===== config.mk =====
export PLATFORM = sky130hd
export DESIGN_NAME = vga_frame_capture
export DESIGN_NICKNAME = d
export VERILOG_FILES = /design/src/rtl/vga_frame_capture.sv
export SDC_FILE = /design/constraint.sdc
export NUM_CORES = 1
export LEC_CHECK = 0
export CORE_MARGIN = 2
export CORE_UTILIZATION = 55
export CTS_BUF_LIST = sky130_fd_sc_hd__clkbuf_4
export CTS_CLUSTER_SIZE = 24
export DETAILED_ROUTE_END_ITERATION = 10
export PLACE_DENSITY = 0.84
export SYNTH_ARGS = -nofsm -noshare
export SYNTH_HDL_FRONTEND = slang
export SYNTH_SLANG_ARGS = --single-unit

===== constraint.sdc =====
create_clock -name clk -period 14.8 [get_ports clk]
set_input_delay 1.48 -clock clk [delete_from_list [all_inputs] [get_ports clk]]
set_output_delay 1.48 -clock clk [all_outputs]
set_load 0.02 [all_outputs]

===== src/rtl/vga_frame_capture.sv =====
// rtl/vga_frame_capture.sv - VGA sync decoder capturing one frame to a write port; VGA_CAPTURE_CRC_EN adds a frame CRC-16
module vga_frame_capture #(
    parameter int H_ACTIVE = 640,
    parameter int H_FP     = 16,
    parameter int H_SYNC   = 96,
    parameter int H_BP     = 48,
    parameter int V_ACTIVE = 480,
    parameter int V_FP     = 10,
    parameter int V_SYNC   = 2,
    parameter int V_BP     = 33,
    parameter int ADDR_W   = 19
) (
    input  logic              clk,
    input  logic              reset,
    input  logic              pix_en,
    input  logic [7:0]        red,
    input  logic [7:0]        green,
    input  logic [7:0]        blue,
    input  logic              hsync,
    input  logic              vsync,
    input  logic              start,
    output logic              busy,
    output logic              wr_en,
    output logic [ADDR_W-1:0] wr_addr,
    output logic [23:0]       wr_data,
    output logic              frame_done,
    output logic              timing_err,
    output logic [15:0]       crc
);
    localparam int H_TOTAL = H_FP + H_SYNC + H_BP + H_ACTIVE;
    localparam int V_TOTAL = V_FP + V_SYNC + V_BP + V_ACTIVE;
    localparam int H_START = H_SYNC + H_BP;
    localparam int V_START = V_SYNC + V_BP;
    localparam int HW      = $clog2(H_TOTAL + 1);
    localparam int VW      = $clog2(V_TOTAL + 1);

    typedef enum logic [1:0] {IDLE, SEEK, CAPTURE, DONE} state_t;

    state_t              state_q, state_d;
    logic [HW-1:0]       hcnt_q, hcnt_d;
    logic [VW-1:0]       vcnt_q, vcnt_d;
    logic                hs_q, hs_d, vs_q, vs_d;
    logic                first_hs_q, first_hs_d;
    logic                busy_q, busy_d;
    logic                wr_en_q, wr_en_d;
    logic [ADDR_W-1:0]   wr_addr_q, wr_addr_d;
    logic [23:0]         wr_data_q, wr_data_d;
    logic                frame_done_q, frame_done_d;
    logic                timing_err_q, timing_err_d;
    logic                hs_fall, vs_fall, active, last_pix, hs_bad, vs_bad;
    logic [HW-1:0]       x;
    logic [VW-1:0]       y;

    // Counters describe the sample being taken this edge, so a sync fall sample is position 0.
    always_comb begin
        hs_d    = hs_q;
        vs_d    = vs_q;
        hcnt_d  = hcnt_q;
        vcnt_d  = vcnt_q;
        hs_fall = 1'b0;
        vs_fall = 1'b0;
        if (pix_en) begin
            hs_d    = hsync;
            vs_d    = vsync;
            hs_fall = hs_q & ~hsync;
            vs_fall = vs_q & ~vsync;
            if (hs_fall)
                hcnt_d = '0;
            else if (hcnt_q != HW'(H_TOTAL))
                hcnt_d = hcnt_q + HW'(1);
            if (vs_fall)
                vcnt_d = '0;
            else if (hs_fall && vcnt_q != VW'(V_TOTAL))
                vcnt_d = vcnt_q + VW'(1);
        end
        x        = hcnt_d - HW'(H_START);
        y        = vcnt_d - VW'(V_START);
        active   = pix_en
                 && hcnt_d >= HW'(H_START) && hcnt_d < HW'(H_START + H_ACTIVE)
                 && vcnt_d >= VW'(V_START) && vcnt_d < VW'(V_START + V_ACTIVE);
        last_pix = (x == HW'(H_ACTIVE - 1)) && (y == VW'(V_ACTIVE - 1));
        hs_bad   = hs_fall && !first_hs_q && (hcnt_q != HW'(H_TOTAL - 1));
        vs_bad   = vs_fall && (vcnt_q != VW'(V_TOTAL - 1));
    end

    always_comb begin
        state_d      = state_q;
        first_hs_d   = first_hs_q;
        busy_d       = busy_q;
        wr_en_d      = 1'b0;
        wr_addr_d    = wr_addr_q;
        wr_data_d    = wr_data_q;
        frame_done_d = 1'b0;
        timing_err_d = timing_err_q;
        case (state_q)
            IDLE: begin
                if (start) begin
                    state_d      = SEEK;
                    busy_d       = 1'b1;
                    timing_err_d = 1'b0;
                end
            end
            SEEK: begin
                if (vs_fall) begin
                    state_d    = CAPTURE;
                    first_hs_d = 1'b1;
                end
            end
            CAPTURE: begin
                if (hs_fall)
                    first_hs_d = 1'b0;
                if (hs_bad || vs_bad) begin
                    timing_err_d = 1'b1;
                    state_d      = SEEK;
                end else if (active) begin
                    wr_en_d   = 1'b1;
                    wr_addr_d = ADDR_W'(y) * ADDR_W'(H_ACTIVE) + ADDR_W'(x);
                    wr_data_d = {red, green, blue};
                    if (last_pix)
                        state_d = DONE;
                end
            end
            DONE: begin
                frame_done_d = 1'b1;
                busy_d       = 1'b0;
                state_d      = IDLE;
            end
            default: state_d = IDLE;
        endcase
    end

    always_ff @(posedge clk or posedge reset) begin
        if (reset) begin
            state_q      <= IDLE;
            hcnt_q       <= '0;
            vcnt_q       <= '0;
            hs_q         <= 1'b1;
            vs_q         <= 1'b1;
            first_hs_q   <= 1'b0;
            busy_q       <= 1'b0;
            wr_en_q      <= 1'b0;
            wr_addr_q    <= '0;
            wr_data_q    <= '0;
            frame_done_q <= 1'b0;
            timing_err_q <= 1'b0;
        end else begin
            state_q      <= state_d;
            hcnt_q       <= hcnt_d;
            vcnt_q       <= vcnt_d;
            hs_q         <= hs_d;
            vs_q         <= vs_d;
            first_hs_q   <= first_hs_d;
            busy_q       <= busy_d;
            wr_en_q      <= wr_en_d;
            wr_addr_q    <= wr_addr_d;
            wr_data_q    <= wr_data_d;
            frame_done_q <= frame_done_d;
            timing_err_q <= timing_err_d;
        end
    end

    assign busy       = busy_q;
    assign wr_en      = wr_en_q;
    assign wr_addr    = wr_addr_q;
    assign wr_data    = wr_data_q;
    assign frame_done = frame_done_q;
    assign timing_err = timing_err_q;

`ifdef VGA_CAPTURE_CRC_EN
    function automatic logic [15:0] crc16_byte(input logic [15:0] c, input logic [7:0] d);
        logic [15:0] r;
        logic        fb;
        r = c;
        for (int i = 7; i >= 0; i--) begin
            fb = r[15] ^ d[i];
            r  = {r[14:0], 1'b0} ^ (fb ? 16'h1021 : 16'h0000);
        end
        return r;
    endfunction

    logic [15:0] crc_q, crc_d;

    // Accumulates across a timing-error restart; only a new start reseeds it.
    always_comb begin
        crc_d = crc_q;
        if (state_q == IDLE && start)
            crc_d = 16'hFFFF;
        else if (wr_en_d)
            crc_d = crc16_byte(crc16_byte(crc16_byte(crc_q, wr_data_d[23:16]),
                                          wr_data_d[15:8]), wr_data_d[7:0]);
    end

    always_ff @(posedge clk or posedge reset) begin
        if (reset)
            crc_q <= '0;
        else
            crc_q <= crc_d;
    end

    assign crc = crc_q;
`else
    assign crc = 16'h0000;
`endif
endmodule


Word level (Yosys, flattened, before mapping) --
Cells that the tools add are included.
Storage, ports and cells: bits in registers 72, output and inout port bits 63, logic and storage cells 88
Operators by class: add/subtract/negate cells 5, multipliers 1, order comparisons 4, eq/ne operators 15, mux-type cells 26, bitwise gates (word level) 5, reduce and logical (&&, ||, !) cells 20
Operators by type and width (count):
- $mux 10 | 6
- $ne 10x10->1 const B | 4
- $add 10x1->10 const B | 2
- $lt 10x10->1 const B | 2
- $add 19x10->19 | 1
- $mul 10x3->12 const B | 1
- $mux 1 | 11
- $eq 10x10->1 const B | 1
- $eq 10x9->1 const B | 1
- $ge 10x6->1 const B | 1
- $ge 10x8->1 const B | 1
- $mux 2 | 5
- $sub 10x6->10 const B | 1
- $sub 10x8->10 const B | 1
- $logic_and 1x1->1 | 9
- $reduce_and 3->1 | 3
- $ne 2x2->1 const B | 4
- $pmux 2 s4 | 1
- $ne 3x3->1 const B | 2
- $pmux 1 s2 | 3
- $reduce_bool 2->1 | 3
- $eq 2x2->1 const B | 2
- $reduce_and 4->1 | 1
- $not 1->1 | 3
- other kinds (6) | 7

Logic depth before layout (Yosys ltp) --
Gate-level depths: netlist of run 1.
depth after elaboration 13, gate-level depth with buffers 23, gate-level depth less buffers 23

Worst setup path before layout of run 1 --
OpenSTA, ideal clock, no wires.
path kind input to register, start input pix_en, end register wr_addr_q[18] (netlist: wr_addr[18]), library setup time 0.126 ns, data arrival time 5.380 ns, required time 14.674 ns, slack 9.294 ns, stages on the path 19, buffers on the path 2, cell sequence buf_2 and3b_1 buf_1 nor2_1 ha_1 nor4_1 a41oi_1 a2bb2oi_1 xnor2_1 ha_1 fa_1 a211oi_1 nor2_1 xor2_1 and4_1 nand4_1 xnor2_1 xnor2_1 mux2i_1
Between the ends: elaborated cells on any way between the ends 22, classes of those cells add/sub: 3; mul: 1; order compare: 4; mux: 4; bitwise: 1; reduce/logical: 9
RTL lines:
- from (decl) | line 15 | input logic pix_en,
- $mux 10 * | line 62 | if (pix_en) begin
- named net vcnt_d[0] | line 41 | logic [VW-1:0] vcnt_q, vcnt_d;
- parallel branches: the longest is 4 deep, another holds $add 19x10->19
- to (signal assigned) | line 155 | wr_addr_q <= wr_addr_d;
- to (decl) | line 46 | logic [ADDR_W-1:0] wr_addr_q, wr_addr_d;
Mark *: on every way through the listed nets, which the timed path passes. A chain may end at the register's enable or synchronous reset.

Final worst setup path of run 1 --
Same ends and word-level chain as after synthesis.

==> metrics.md, run 1 <==
| Metric | Value |
|---|---|
| Worst Setup SP | `pix_en` |
| Worst R2R End | `wr_addr[18]` |
| Diodes inserted | `0` |
| TNS Setup | `0 ns` |
| Internal power | `0.000383 W` |
| Final Slew Violations | `0` |
| Period minus WS final | `6.51 ns` |
| Initial antenna violation count | `0` |
| Non-filler cells, final | `652` |
| DRT Wirelength | `10800 um` |
| Worst Setup End Kind | `flop` |
| RSZ-0062 raised after global routing | `false` |
| CTS max path bufs | `2` |
| Die footprint | `9410 um^2` |
| Yosys reg bits | `72` |
| Post-synthesis cell count | `472` |
| Die W | `97.0 um` |
| Slew HR | `38.6%` |
| Logic pwr share | `47.3%` |
| Critical Path Most Common Cell | `xnor2_1` |
| Post-synthesis sequential area ratio | `37.9%` |
| Post-CTS Resized | `0` |
| Top-area cell type share of the netlist area | `36.8%` |
| Final Cycle Share | `44.0%` |
| CTS clk-pin slew, worst paths | `0.14 ns` |
| Setup Skew | `0.0204 ns` |
| Pwr Density | `118 nW/um^2` |
| Post-DP Area | `5510 um^2` |
| Max Cap Violations | `0` |
| Drt via density | `5.79` |
| Crit path max-delay family | `simple AND/OR/NAND/NOR gates` |
| Vert. Die Dim | `97.0 um` |
| Crit path kind | `in -> reg` |
| Hold path depth | `1` |
| Final core occ | `68.0%` |
| CP max FO | `18` |
| Grt total ovfl | `0` |
| Sw frac | `42.3%` |
| HPWL Detailed | `7890 um` |
| Cell variety after synth | `73` |
| Max Clock Freq | `0.154 GHz` |
| Prevailing post-synth register cell | `dfrtp_1` |
| Share of power burned in the clock network | `18.3%` |
| Yosys top cell by area | `dfrtp_1` |
| CP max stage cell | `clkdlybuf4s50_1` |
| Worst vdd ir | `0.0806 mV` |
| Most frequent cells after synthesis | `dfrtp_1, mux2_1, inv_1` |
| Via count | `3773` |
| First-pass GRT wire length | `18700 um` |
| Hold Crit Class | `reg -> reg` |
| Synth Cell Area | `4760 um^2` |
| Post-DRT Antenna Nets | `0` |
| Flop pwr share | `34.5%` |
| R2R Path Start | `vcnt_q[1]` |
| Design Power | `0.000664 W` |
| PortBufs | `76` |
| Count leader, synth | `dfrtp_1` |
| Dpl cells | `636` |
| Worst-path cell chain | `clkdlybuf4s50_1 > and3b_1 > nor2_1 > ha_1 > nor4_1 > a41oi_1 > a2bb2oi_1 > xnor2_1 > ha_1 > fa_1 > a211oi_1 > nor2_1 > xor2_1 > and4_1 > nand4_1 > xnor2_1 > xnor2_1 > mux2i_1` |
| Largest net degree at the start of global routing | `73` |
| Hold Startpoint | `wr_addr[10]` |
| Remaining DRCs | `0` |
| Sink of the worst hold path | `wr_addr[10]` |
| Worst slew pin tran | `0.922 ns` |
| Area Growth Syn to Fin | `18.5%` |
| Yosys warns | `0` |
| Hold buffers post-CTS | `0` |
| Mean routed wirelength per cell | `16.6 um` |
| Latest clock arrival within the worst-skew pair | `0.44 ns` |
| Synth area leaders | `dfrtp_1, mux2_1, ha_1` |
| Critical path launch point type | `input pin` |
| EDFF count, synth | `0` |
| Core box area | `8300 um^2` |
| IO Pins | `93` |
| Initial Utilization | `57.3%` |
| # rows | `33` |
| Gp weighted congestion | `0.937` |
| LEAKAGE | `2.65 nW` |
| Drt pass-1 iters | `4` |
| Number of global-route vias before repair | `3844` |
| Final setup violation count | `0` |
| CP Data Arrival Time | `6.83 ns` |
| Final hold violation count | `0` |
| Register Area | `1800 um^2` |
| CTS Buf Count | `9` |
| CTS tree | `yes` |
| Setup slack, reg-to-reg | `9.33 ns` |
| Final Cell Area | `5640 um^2` |
| Total GRT Usage | `24.0%` |
| Reg2reg path depth | `22` |
| Data required time of the critical path | `15.12 ns` |
| Initial DRC Count | `140` |
| Worst path bufs/invs | `1` |
| Fillers | `618` |
| Clk Tree Root Cell | `clkbuf_4` |
| Post-CTS Setup Bufs | `0` |
| Layout cells sized above 1 | `7.50%` |
| P_sw | `0.000280 W` |
| Nets@finish | `600` |
| Multi-input gate area | `2700 um^2` |
| H-tree Lvls | `3` |
| CP max stage delay | `0.85 ns` |
| Status | `completed` |
| Ys async rst share | `100%` |
| Syn Area/Cell | `10.1 um^2` |
| Clock Sinks | `72` |
==> placed cells by master (no fill, tap or decap), types with 4 or more instances in the layout <==
master and n:
clkdlybuf4s50_1 76, dfrtp_1 70, mux2_1 36, inv_1 27, nand2_1 26, ha_1 26
xnor2_1 24, nor2_1 21, o21ai_0 19, a21oi_1 16, conb_1 16, nand3_1 13
xor2_1 11, mux2i_1 9, clkbuf_4 9, and3_1 8, nor4_1 7, a31oi_1 7
nand2b_1 6, nand4_1 6, o31ai_1 6, a211oi_1 5, nor4b_1 4, nor2b_1 4
a22o_1 4, nor3_1 4, and4_1 4, o31a_1 4, and2_1 4, mux2_2 4
or2_2 4
==> worst reg2reg max path: cells and delay by family (launching register included) <==
| kind | cells | cell delay (ns) |
|---|---|---|
| AOI/OAI and AO/OA | 3 | 0.88 |
| xor gates and xnor gates | 5 | 0.85 |
| adders and majority gates | 4 | 1.34 |
| buffers and inverters | 2 | 0.21 |
| DFF | 1 | 0.50 |
| muxes | 1 | 0.09 |
| and+or+nand+nor | 7 | 1.51 |
==> layer usage <==
layer  wire length (um)  track usage [%]  vias to the layer above
met4                272             8.99                        0
met1               4800             31.6                     1829
met2               5330             40.2                      104
met5                  0                0                        -
met3                390             3.40                       20
li1                   -                -                     1820
==> flip-flops by register name, indices dropped and copies added (netlist names), 2 cells and up <==
register,cells
state_q,2
wr_addr,19
vcnt_q,10
hcnt_q,10
wr_data,24
==> final cells by class <==
class	instances	area share [%]
Clock inverter	7	1.06
Tap cell	105	2.33
Inverter	28	1.86
Timing Repair Buffer	78	13.8
Multi-Input combinational cell	353	47.8
Sequential cell	72	32.0
Clock buffer	9	1.20
==> through the flow <==
stage	hold WS [ns]	setup WS, ns
floorplan	0.500	9.29
detailed placement	0.474	7.92
CTS	0.505	8.38
global placement	0.467	8.26
global route	0.511	7.82
finish	0.500	8.29
==> power groups by stage <==
stage | sequential (W) | combinational [W] | clock [W]
after global routing | 0.000231 | 0.000358 | 0.000133
after CTS | 0.000228 | 0.000313 | 0.000123
after global placement | 0.000231 | 0.000298 | 0
after floorplan | 0.000228 | 0.000246 | 0
final | 0.000229 | 0.000314 | 0.000121
after detailed placement | 0.000231 | 0.000310 | 0
==> kinds of logic after synthesis <==
group,share of synthesized area [%]
AND/OR/NAND/NOR,16.6
AO/OA/AOI/OAI,13.4
flip-flops,37.9
buffers and inverters,6.60
multiplexers,11.4
XOR/XNOR,6.44
adder cells (fa/ha/maj),7.68
other,0.0788
==> worst max-delay path by stage <==
stage / end / cells past startpoint / slack (ns)
after floorplan: wr_addr[18] / 19 / 9.29
after global placement: wr_addr[18] / 18 / 8.26
after detailed placement: wr_addr[18] / 18 / 7.92
after CTS: wr_addr[18] / 18 / 8.38
after global routing: wr_addr[18] / 18 / 7.82
final: wr_addr[18] / 18 / 8.29
No activity file was read; power rests on OpenSTA's default activity.
==> run 2: changes to the inputs <==
Settings changed: CORE_UTILIZATION 55 to 49, PLACE_DENSITY 0.84 to 0.79.
Clock period 14.8 ns to 5.62 ns, I/O delays scaled along.
==> run 2 against run 1 <==
Against the previous run: critical path depth is 4 higher; largest cell class unchanged; via count grew 1.7%; worst hold slack about the same; clock-buffer cell count unchanged; sequential share of layout area fell by 0.48 points; critical path type is now reg -> reg; cell count is 4.4% higher.
==> metrics.md, run 2 (synthesized netlist as in run 1, its figures left out) <==
| Metric | Value |
|---|---|
| Initial antenna violation count | `0 (unchanged)` |
| Remaining DRCs | `0 (unchanged)` |
| Critical path launch point type | `flop (was input pin)` |
| Period minus WS final | `5.17 ns` |
| Nets@finish | `605 (was 600)` |
| Hold Crit Class | `reg -> reg (unchanged)` |
| Hold Startpoint | `wr_addr[7] (was wr_addr[10])` |
| Mean routed wirelength per cell | `16.1 um (was 16.6 um)` |
| IO Pins | `93 (unchanged)` |
| Drt pass-1 iters | `5 (was 4)` |
| PortBufs | `76 (unchanged)` |
| Crit path kind | `reg -> reg (was in -> reg)` |
| Grt total ovfl | `0 (unchanged)` |
| CTS tree | `yes (unchanged)` |
| Layout cells sized above 1 | `9.06% (was 7.50%)` |
| Area Growth Syn to Fin | `20.4% (was 18.5%)` |
| Number of global-route vias before repair | `3706 (was 3844)` |
| Setup slack, reg-to-reg | `0.45 ns (was 9.33 ns)` |
| Hold buffers post-CTS | `0 (unchanged)` |
| Design Power | `0.00175 W (was 0.000664 W)` |
| Clock Sinks | `72 (unchanged)` |
| Initial DRC Count | `235 (was 140)` |
| H-tree Lvls | `3 (unchanged)` |
| Share of power burned in the clock network | `18.0% (was 18.3%)` |
| Final Cycle Share | `91.9%` |
| Initial Utilization | `51.0% (was 57.3%)` |
| CP max stage cell | `dfrtp_1 (was clkdlybuf4s50_1)` |
| Post-CTS Resized | `0 (unchanged)` |
| Max Clock Freq | `0.194 GHz` |
| Drt via density | `5.63 (was 5.79)` |
| Max Cap Violations | `0 (unchanged)` |
| Flop pwr share | `34.2% (was 34.5%)` |
| LEAKAGE | `2.68 nW (was 2.65 nW)` |
| Sink of the worst hold path | `wr_addr[7] (was wr_addr[10])` |
| Status | `completed (unchanged)` |
| Worst-path cell chain | `inv_1 > ha_1 > nor4b_2 > nand3_1 > nand2_1 > nand2_1 > a21oi_2 > ha_2 > inv_1 > a41oi_1 > a2bb2oi_1 > xnor2_1 > ha_1 > fa_1 > a211oi_1 > nor2_1 > xor2_1 > and4_1 > nand4_1 > xnor2_1 > xnor2_1 > mux2i_1 (was clkdlybuf4s50_1 > and3b_1 > nor2_1 > ha_1 > nor4_1 > a41oi_1 > a2bb2oi_1 > xnor2_1 > ha_1 > fa_1 > a211oi_1 > nor2_1 > xor2_1 > and4_1 > nand4_1 > xnor2_1 > xnor2_1 > mux2i_1)` |
| Most frequent cells in the layout | `clkdlybuf4s50_1, dfrtp_1, mux2_1 (unchanged)` |
| WHS | `0.500 ns (about the same)` |
| Worst slew pin tran | `0.913 ns (was 0.922 ns)` |
| Gp weighted congestion | `0.905 (was 0.937)` |
| Die W | `103 um (was 97.0 um)` |
| Data required time of the critical path | `5.94 ns (was 15.12 ns)` |
| Latest clock arrival within the worst-skew pair | `0.45 ns (was 0.44 ns)` |
| Final hold violation count | `0 (unchanged)` |
| DRT Wirelength | `11000 um (was 10800 um)` |
| R2R Path Start | `vcnt_q[1] (unchanged)` |
| CP Data Arrival Time | `5.49 ns (was 6.83 ns)` |
| RSZ-0062 raised after global routing | `false (unchanged)` |
| Vert. Die Dim | `103 um (was 97.0 um)` |
| CP max FO | `8 (was 18)` |
| Worst Setup End Kind | `flop (unchanged)` |
| CTS clk-pin slew, worst paths | `0.13 ns (was 0.14 ns)` |
| HPWL Detailed | `8070 um (was 7890 um)` |
| First-pass GRT wire length | `17700 um (was 18700 um)` |
| Worst vdd ir | `0.206 mV (was 0.0806 mV)` |
| Clk Tree Root Cell | `clkbuf_4 (unchanged)` |
| Post-CTS Setup Bufs | `0 (unchanged)` |
| Final Slew Violations | `0 (unchanged)` |
| P_sw | `0.000728 W (was 0.000280 W)` |
| Worst R2R End | `wr_addr[18] (unchanged)` |
| # rows | `35 (was 33)` |
| CTS max path bufs | `2 (unchanged)` |
| Final setup violation count | `0 (unchanged)` |
| Fillers | `786 (was 618)` |
| Via count | `3837 (was 3773)` |
| Diodes inserted | `0 (unchanged)` |
| Slew HR | `39.1% (was 38.6%)` |
| Final core occ | `61.4% (was 68.0%)` |
| Internal power | `0.00102 W (was 0.000383 W)` |
| Max reg flops | `24 (unchanged)` |
| TNS Setup | `0 ns (unchanged)` |
| Setup Skew | `0.0227 ns (was 0.0204 ns)` |
| Post-DRT Antenna Nets | `0 (unchanged)` |
| Total GRT Usage | `21.5% (was 24.0%)` |
| Core box area | `9330 um^2 (was 8300 um^2)` |
| Critical Path Most Common Cell | `xnor2_1 (unchanged)` |
| CTS Buf Count | `9 (unchanged)` |
| Hold path depth | `1 (unchanged)` |
| Sw frac | `41.6% (was 42.3%)` |
| Commonest non-fill, non-tap cell in the layout | `clkdlybuf4s50_1 (unchanged)` |
| Reg2reg path depth | `22 (unchanged)` |
| Largest net degree at the start of global routing | `73 (unchanged)` |
| CP max stage delay | `0.50 ns (was 0.85 ns)` |
| Logic pwr share | `47.8% (was 47.3%)` |
| Pwr Density | `306 nW/um^2 (was 118 nW/um^2)` |
| Die footprint | `10500 um^2 (was 9410 um^2)` |
==> run 2: cell count changes in the layout (fill, tap and decap cells not counted), sizes merged <==
cell | previous run | this run
inv | 32 | 33
clkinvlp | 3 | 2
buf | 2 | 7
==> run 2: layer usage <==
layer  part of all wire [%]  track usage (%)  vias up
li1                       -                -     1823
met1                     41             27.1     1859
met2                     51             37.0      137
met3                    5.4             4.20       18
met4                    2.3             7.59        0
met5                      0                0        -
==> run 2: worst max-delay path, delay by kind of cell, from the launching register on <==
kind / cells / cell delay, ns
xor+xnor: 4 / 0.78
mux: 1 / 0.09
simple gates: 7 / 1.16
fa+ha+maj: 4 / 1.20
buf+inv: 2 / 0.19
flops: 1 / 0.50
compound gates: 4 / 1.11
==> run 2: through the flow <==
step	instance area (um^2)	setup WS (ns)	cells
3_5_place_dp	5580	0.236	665
6_report	5730	0.453	681
3_3_place_gp	5580	0.511	665
5_1_grt	5730	0.0344	681
4_1_cts	5710	0.256	681
2_1_floorplan	4810	0.970	487
==> run 2: area by class of cell <==
type / count / area, um^2 / share of cell area (%)
Multi-Input combinational cell: 353 / 2710 / 47.4
Sequential cell: 72 / 1800 / 31.5
Timing Repair Buffer: 83 / 813 / 14.2
Tap cell: 129 / 161 / 2.82
Inverter: 28 / 105 / 1.84
Clock buffer: 9 / 67.6 / 1.18
Clock inverter: 7 / 61.3 / 1.07
==> run 2: power groups by stage <==
stage / Combinational (W) / Clock (W) / Sequential, W
2_1_floorplan: 0.000648 / 0 / 0.000600
3_3_place_gp: 0.000795 / 0 / 0.000607
3_5_place_dp: 0.000815 / 0 / 0.000608
4_1_cts: 0.000821 / 0.000323 / 0.000598
5_1_grt: 0.000955 / 0.000345 / 0.000607
6_report: 0.000837 / 0.000315 / 0.000600
==> run 2: how the worst max path moves through the flow <==
stage	start	endpoint	slack [ns]	cells after the start
final	vcnt_q[1]	wr_addr[18]	0.45	22
after global routing	vcnt_q[1]	wr_addr[18]	0.03	22
after CTS	vcnt_q[1]	wr_addr[18]	0.26	22
after detailed placement	pix_en	wr_addr[18]	0.24	20
after global placement	pix_en	wr_addr[18]	0.51	20
after floorplan	vcnt_q[1]	wr_addr[18]	0.97	22
==> run 3: changes to the inputs <==
Settings changed: PLACE_DENSITY 0.79 to 0.85.
==> run 3 against run 2 <==
Against the previous run: combinational power grew 1%; register-to-register slack gained 0.04 ns; sequential share of layout area shrank 0.089 points; critical endpoint unchanged; largest power group unchanged; sequential cell count is the same; sequential power is essentially flat; maximum frequency grew 0.77%.
==> metrics.md, run 3 (synthesized netlist as in run 1, its figures left out) <==
| Metric | Value |
|---|---|
| Pre-CTS setup slack | `0.217 ns (was 0.236 ns)` |
| Worst slew pin tran | `0.913 ns (about the same)` |
| Grt total ovfl | `0 (unchanged)` |
| CP max FO | `8 (unchanged)` |
| Pwr Density | `308 nW/um^2 (was 306 nW/um^2)` |
| R2R Path Start | `vcnt_q[1] (unchanged)` |
| Initial DRC Count | `263 (was 235)` |
| Status | `completed (unchanged)` |
| Max Cap Violations | `0 (unchanged)` |
| Number of global-route vias before repair | `3773 (was 3706)` |
| Period minus WS final | `5.13 ns (was 5.17 ns)` |
| Worst vdd ir | `0.217 mV (was 0.206 mV)` |
| WHS | `0.497 ns (was 0.500 ns)` |
| Fillers | `734 (was 786)` |
| Initial Utilization | `51.0% (unchanged)` |
| Multi-input gate area | `2720 um^2 (was 2710 um^2)` |
| Nets@finish | `606 (was 605)` |
| PortBufs | `76 (unchanged)` |
| TNS Setup | `0 ns (unchanged)` |
| Hold Startpoint | `wr_addr[6] (was wr_addr[7])` |
| Hold buffers post-CTS | `0 (unchanged)` |
| Critical path launch point type | `flop (unchanged)` |
| Max Clock Freq | `0.195 GHz (was 0.194 GHz)` |
| Register Area | `1800 um^2 (unchanged)` |
| Drt via density | `5.67 (was 5.63)` |
| Mean routed wirelength per cell | `15.6 um (was 16.1 um)` |
| Final hold violation count | `0 (unchanged)` |
| # rows | `35 (unchanged)` |
| CTS clk-pin slew, worst paths | `0.14 ns (was 0.13 ns)` |
| Die footprint | `10500 um^2 (unchanged)` |
| Final setup violation count | `0 (unchanged)` |
| Most frequent cells in the layout | `clkdlybuf4s50_1, dfrtp_1, mux2_1 (unchanged)` |
| First-pass GRT wire length | `17300 um (was 17700 um)` |
| Data required time of the critical path | `5.94 ns (about the same)` |
| Final core occ | `61.6% (was 61.4%)` |
| Core box area | `9330 um^2 (unchanged)` |
| CTS Buf Count | `9 (unchanged)` |
| Post-CTS Resized | `0 (unchanged)` |
| Commonest non-fill, non-tap cell in the layout | `clkdlybuf4s50_1 (unchanged)` |
| IO Pins | `93 (unchanged)` |
| Hold Crit Class | `reg -> reg (unchanged)` |
| Layout cells sized above 1 | `9.40% (was 9.06%)` |
| Worst Setup End Kind | `flop (unchanged)` |
| Final Cell Area | `5740 um^2 (was 5730 um^2)` |
| Diodes inserted | `0 (unchanged)` |
| Drt pass-1 iters | `4 (was 5)` |
| LEAKAGE | `2.69 nW (was 2.68 nW)` |
| RSZ-0062 raised after global routing | `false (unchanged)` |
| CTS max path bufs | `2 (unchanged)` |
| Clk Tree Root Cell | `clkbuf_4 (unchanged)` |
| Final Slew Violations | `0 (unchanged)` |
| Setup Skew | `0.0186 ns (was 0.0227 ns)` |
| Vert. Die Dim | `103 um (unchanged)` |
| Largest net degree at the start of global routing | `73 (unchanged)` |
| HPWL Detailed | `7990 um (was 8070 um)` |
| Latest clock arrival within the worst-skew pair | `0.44 ns (was 0.45 ns)` |
| Via count | `3865 (was 3837)` |
| DRT Wirelength | `10600 um (was 11000 um)` |
| Worst Setup SP | `vcnt_q[1] (unchanged)` |
| Crit path kind | `reg -> reg (unchanged)` |
| Final Worst Setup Slack | `0.492 ns (was 0.453 ns)` |
| Area Growth Syn to Fin | `20.7% (was 20.4%)` |
| H-tree Lvls | `3 (unchanged)` |
| Clock Sinks | `72 (unchanged)` |
| Post-DP Area | `5590 um^2 (was 5580 um^2)` |
| CTS tree | `yes (unchanged)` |
| Post-DRT Antenna Nets | `0 (unchanged)` |
| Total GRT Usage | `20.7% (was 21.5%)` |
| Slew HR | `39.1% (about the same)` |
| Die W | `103 um (unchanged)` |
| Initial antenna violation count | `0 (unchanged)` |
| Post-CTS Setup Bufs | `0 (unchanged)` |
| Max reg flops | `24 (unchanged)` |
| CP Data Arrival Time | `5.45 ns (was 5.49 ns)` |
| Gp weighted congestion | `0.902 (was 0.905)` |
| Remaining DRCs | `0 (unchanged)` |
| Final Cycle Share | `91.2% (was 91.9%)` |
-- run 3: final timing paths --
| kind | to | slack, ns | cells past startpoint |
|---|---|---|---|
| max reg2reg | wr_addr[18] | 0.49 | 22 |
| max in group asynchronous | vcnt_q[5] | 4.32 | 3 |
| max | wr_addr[18] | 0.49 | 22 |
| min | wr_addr[6] | 0.50 | 1 |
| min reg2reg | wr_addr[6] | 0.50 | 1 |
| min in group asynchronous | wr_data[14] | 0.71 | 3 |
-- run 3: stage by stage --
stage / std cells / total power, W
after floorplan: 487 / 0.00125
after global placement: 666 / 0.00140
after detailed placement: 666 / 0.00143
after CTS: 682 / 0.00175
after global routing: 682 / 0.00192
final: 682 / 0.00177
-- run 3: area by class of cell --
cell class / count / share of cell area (%)
Clock buffer: 9 / 1.18
Clock inverter: 7 / 1.07
Inverter: 28 / 1.83
Multi-Input combinational cell: 353 / 47.4
Sequential cell: 72 / 31.4
Tap cell: 129 / 2.81
Timing Repair Buffer: 84 / 14.3
-- run 3: critical path: stages, from the launching register on --
cell       delay [ns]
dfrtp_1          0.50
inv_1            0.12
ha_1             0.17
nor4b_1          0.30
nand3_1          0.22
nand2_1          0.15
nand2_1          0.06
a21oi_1          0.26
ha_2             0.30
inv_1            0.10
a41oi_2          0.26
a2bb2oi_2        0.23
xnor2_1          0.12
ha_1             0.35
fa_1             0.48
a211oi_2         0.23
nor2_1           0.08
xor2_1           0.25
and4_1           0.26
nand4_1          0.12
xnor2_1          0.20
xnor2_1          0.14
mux2i_1          0.10
-- run 3: power by group --
group / internal, W / switching (W) / leakage [nW]
Combinational: 0.000379 / 0.000468 / 1.67
Sequential: 0.000550 / 0.0000527 / 0.949
Clock: 0.0000998 / 0.000219 / 0.0659
Total: 0.00103 / 0.000740 / 2.69
-- run 3: layer usage --
layer | part of all wire [%] | track usage [%]
met1 | 42 | 25.7
met2 | 52 | 36.1
met3 | 3.9 | 2.64
met4 | 2.6 | 9.23
met5 | 0 | 0
